===== src/rtl/matrix_dot_unit.sv =====
// Sequential dot-product engine wrapped around an external 8-bit signed multiplier.
// Define DOT_SAT_EN for a saturating result; otherwise the result wraps to 8 bits.
module matrix_dot_unit #(
    parameter int N     = 5,
    parameter int ACC_W = 16
) (
    input  logic             clk,
    input  logic             rst,
    input  logic             start,
    input  logic [2:0]       len,
    input  logic [8*N-1:0]   row_vec,
    input  logic [8*N-1:0]   col_vec,
    output logic [7:0]       mul_a,
    output logic [7:0]       mul_b,
    input  logic [7:0]       mul_prod,
    input  logic             mul_ovf,
    output logic             busy,
    output logic             done,
    output logic [7:0]       result,
    output logic             ovf
);

    localparam logic [1:0] IDLE = 2'd0;
    localparam logic [1:0] FEED = 2'd1;
    localparam logic [1:0] DONE = 2'd2;

    localparam logic [2:0]              N_LEN   = 3'(N);
    localparam logic signed [ACC_W-1:0] ACC_MAX = ACC_W'(127);
    localparam logic signed [ACC_W-1:0] ACC_MIN = -ACC_W'(128);

    logic [1:0]              state;
    logic [2:0]              idx;
    logic [2:0]              len_r;
    logic [7:0]              row_r [N];
    logic [7:0]              col_r [N];
    logic signed [ACC_W-1:0] acc;
    logic                    sticky;
    logic                    done_r;

    logic [2:0]              len_eff;
    logic signed [ACC_W-1:0] prod_ext;
    logic                    acc_hi;
    logic                    acc_lo;
    logic [7:0]              res_val;

    always_comb begin
        len_eff  = (len > N_LEN) ? N_LEN : len;
        prod_ext = {{(ACC_W-8){mul_prod[7]}}, mul_prod};
        acc_hi   = (acc > ACC_MAX);
        acc_lo   = (acc < ACC_MIN);
`ifdef DOT_SAT_EN
        if (acc_hi)
            res_val = 8'h7f;
        else if (acc_lo)
            res_val = 8'h80;
        else
            res_val = acc[7:0];
`else
        res_val = acc[7:0];
`endif
    end

    always_comb begin
        mul_a = '0;
        mul_b = '0;
        if (state == FEED) begin
            mul_a = row_r[idx];
            mul_b = col_r[idx];
        end
    end

    assign busy = (state != IDLE);
    assign done = done_r;

    // result/ovf/done are registered while in DONE, so they present one cycle later
    always_ff @(posedge clk or posedge rst) begin
        if (rst) begin
            state  <= IDLE;
            idx    <= '0;
            len_r  <= '0;
            acc    <= '0;
            sticky <= 1'b0;
            done_r <= 1'b0;
            result <= '0;
            ovf    <= 1'b0;
            for (int unsigned i = 0; i < N; i++) begin
                row_r[i] <= '0;
                col_r[i] <= '0;
            end
        end else begin
            done_r <= (state == DONE);
            case (state)
                IDLE: begin
                    if (start) begin
                        for (int unsigned i = 0; i < N; i++) begin
                            row_r[i] <= row_vec[8*i +: 8];
                            col_r[i] <= col_vec[8*i +: 8];
                        end
                        len_r  <= len_eff;
                        acc    <= '0;
                        sticky <= 1'b0;
                        idx    <= '0;
                        state  <= (len_eff == 3'd0) ? DONE : FEED;
                    end
                end
                FEED: begin
                    acc    <= acc + prod_ext;
                    sticky <= sticky | mul_ovf;
                    idx    <= idx + 3'd1;
                    if (idx == len_r - 3'd1)
                        state <= DONE;
                end
                DONE: begin
                    result <= res_val;
                    ovf    <= sticky | acc_hi | acc_lo;
                    state  <= IDLE;
                end
                default: state <= IDLE;
            endcase
        end
    end

endmodule


===== config.mk =====
export PLATFORM = sky130hd
export DESIGN_NAME = matrix_dot_unit
export DESIGN_NICKNAME = d
export VERILOG_FILES = /design/src/rtl/matrix_dot_unit.sv
export SDC_FILE = /design/constraint.sdc
export NUM_CORES = 1
export LEC_CHECK = 0
export CORE_MARGIN = 2
export CORE_UTILIZATION = 53
export CTS_BUF_LIST = sky130_fd_sc_hd__clkbuf_8
export DETAILED_ROUTE_END_ITERATION = 12
export PLACE_DENSITY = 0.83
export SETUP_SLACK_MARGIN = 0.4
export SYNTH_ARGS = -nofsm -noshare
export SYNTH_HDL_FRONTEND = slang
export SYNTH_SLANG_ARGS = --single-unit

===== constraint.sdc =====
create_clock -name clk -period 5.6 [get_ports clk]
set_clock_uncertainty 0.15 [all_clocks]
set_input_delay 1.12 -clock clk [delete_from_list [all_inputs] [get_ports clk]]
set_output_delay 1.12 -clock clk [all_outputs]
set_load 0.02 [all_outputs]

==> results.ini <==
[finish]
nNetsFinal=687
multi_input_area_mm2=0.002678
drive_gt1_frac=0.2658
finalNonFillerCells=723
seqCellArea_mm2=0.002878
area_growth_pct=31.07
n_fill_cell=727
diodes=0

[yosys]
synthXorXnorAreaFrac=0.02160
synth.distinct_cells=47
synthCells=450
synth_area_leaders=dfrtp_1 (51%), mux2_2 (18%), mux4_2 (6.3%)
synth_compound_area_frac=0.1073
synth_edf_count=0
netlist_area_mm2=0.005678
seq_area_frac_synth=0.5068
synth.avg_cell_area_um2=12.62
synth_top_area_frac=0.5068
async_flop_share=1.000
synth_nets=563
ys_warn_count=0
yosys-mux-area-fraction=0.2400
synth-seq-cells=115
synth_top_family_by_area=multiplexers
yosysTopAreaCell=dfrtp_1
ys.flop_type=dfrtp_1
synthAdderAreaFrac=0.04099
yosys.area_share.simple=0.05950

[setup_path]
path_class=reg -> out
start_kind=flop
end_kind=output port
crit_fanout=20
reg2regPathDepth=8
cp_data_arrival_time_ns=2.85
required_ns=4.33

[placed_design]
gp_congestion=0.9307
port-buffer-count=121
detailedPlacementHpwl_um=9182
dp_cells=691

[drt]
wl_per_cell_um=17.73
routed_wl_um=12820
ant_nets=0
drt-vias-per-instance=5.663
num_vias=4094
drcViolationCount=0
dr.pass1.iters=4
drtIter0Drc=209

[die]
core_area_mm2=0.01037
io_pins=122
fp.dieW_um=107.5
initial_core_util=0.5475
die_y_um=107.5
row_count=37
die-area_mm2=0.01156

[timing]
min_period_ns=4.120
drv_slew=0
setup_viol=0
fmax_ghz=0.2427
worst_slew_pin_slew_ns=1.024
tns_ns=0
grt_setup_unrepaired=no
hold_violations=0
slew_headroom=0.3174
post-route-period-util=0.7357

[grt]
grt_first_pass_wirelength_um=20890
grt_max_degree=67
grtUsageTotal=0.2347
grt-ovfl-total=0
antenna_found_initial=0
grt_pass1_vias=4259

[power_and_ir_drop]
p_seq_frac=0.353
p_leak_nw=3.096
p_int_w=0.002690
combinationalPowerShare=0.470
clkPwrFrac=0.177
powerDensity_mw_per_mm2=572.7
power.share.switching=0.3688
ir_worst_vdd_mv=0.3912
power.switching_w=0.001572

[cts]
clock_latency_ns=0.42
cts.sinks=115
root_buffer=clkbuf_8
holdBufCountCts=0
cts_tree=done
ctsResizeCount=0
clk_pin_slew_worst_paths_ns=0.07
htree_levels=4
cts_buffers=17
clockBufferDepth=2
postCtsSetupBuffers=0

[run]
maxCapViolCount=0

[outcome]
status=finished clean

[min_path]
min_path_cells=1
hold_path_class=reg -> reg

==> path summary, 6_finish.rpt <==
kind	startpoint	to	slack (ns)
min	row_r[18]	row_r[18]	0.36
min reg2reg	row_r[18]	row_r[18]	0.36
max	idx[1]	mul_b[6]	1.48
min in group asynchronous	rst	result[2]	1.04
max reg2reg	acc[9]	acc[15]	2.90
max in group asynchronous	rst	row_r[12]	3.35
==> Yosys cell counts, drive strengths merged, types with 5 or more instances <==
master,instances
dfrtp,115
mux2,89
o21ai,28
nor2,27
nand2,21
a21oi,19
clkbuf,18
ha,17
a22oi,16
mux4,16
inv,11
xor2,10
a22o,5
buf,5
==> power groups by stage <==
stage | Clock (W) | Sequential, W | Combinational (W)
floorplan | 0 | 0.00145 | 0.00144
global placement | 0 | 0.00148 | 0.00194
detailed placement | 0 | 0.00152 | 0.00200
CTS | 0.000769 | 0.00150 | 0.00201
global route | 0.000809 | 0.00156 | 0.00218
finish | 0.000756 | 0.00150 | 0.00200
==> layout make-up <==
cell class,instances,share of cell area
sequential,115,0.3867
tap,136,0.02286
multi-input combinational,300,0.3598
timing repair buffer,128,0.1715
clock inverter,14,0.01950
inverter,12,0.006389
clock buffer,18,0.03329
==> kinds of logic after synthesis <==
kind of cell / count (synthesis)
AOI/OAI and AO/OA: 90
xor gates and xnor gates: 14
adders and majority gates: 18
buffers and inverters: 35
DFF: 115
muxes: 105
and+or+nand+nor: 73
==> metrics by stage <==
stage          utilization  hold slack (ns)  setup WS [ns]  cell area, um2  power (W)
3_3_place_gp        0.6798           0.3262          1.610            7049   0.003426
2_1_floorplan            -           0.3083          1.286            5678   0.002885
6_report            0.7177           0.3554          1.480            7442   0.004262
5_1_grt             0.7177           0.3767          1.333            7442   0.004545
4_1_cts             0.7177           0.3593          1.453            7442   0.004285
3_5_place_dp        0.6798           0.3413          1.496            7049   0.003520
==> critical path: stages, from the launching register on <==
cell and delay (ns):
dfrtp_1 1.02, mux4_2 0.62, a22oi_1 0.15, nor2_1 0.09, clkdlybuf4s50_1 0.55
==> layer usage <==
metal,up-vias,track usage,routed length [um]
li1,1899,-,-
met1,2036,0.2997,5303
met2,140,0.3931,6529
met3,19,0.06295,791
met4,0,0.07051,193
met5,-,0,0
==> cell usage in the layout (no fill, tap or decap), types with 2 or more instances in the layout <==
master,count
buf_4,6
o21bai_1,4
a22oi_1,16
a21o_1,2
mux2_2,89
nand4_1,3
nor2_1,26
nand2b_1,2
xnor2_1,4
a22o_1,5
a211oi_1,3
and3_1,3
clkbuf_8,18
nor4_1,2
nor2b_1,4
or2_2,2
nor3_1,2
dfrtp_1,115
inv_1,10
o21a_1,4
inv_6,5
ha_1,17
mux4_2,16
o21ai_0,24
o21ai_1,3
inv_8,2
xor2_1,10
clkdlybuf4s50_1,121
nand2_1,21
a31oi_1,2
clkinv_4,3
clkinvlp_4,3
a21oi_1,17
==> sequential cells by signal, indices dropped and copies added, names as in the netlist <==
register and flops:
state 2, ovf 1, sticky 1, row_r 40
acc 16, col_r 40, done 1, idx 3
result 8, len_r 3
(Power assumes the default switching activity.)
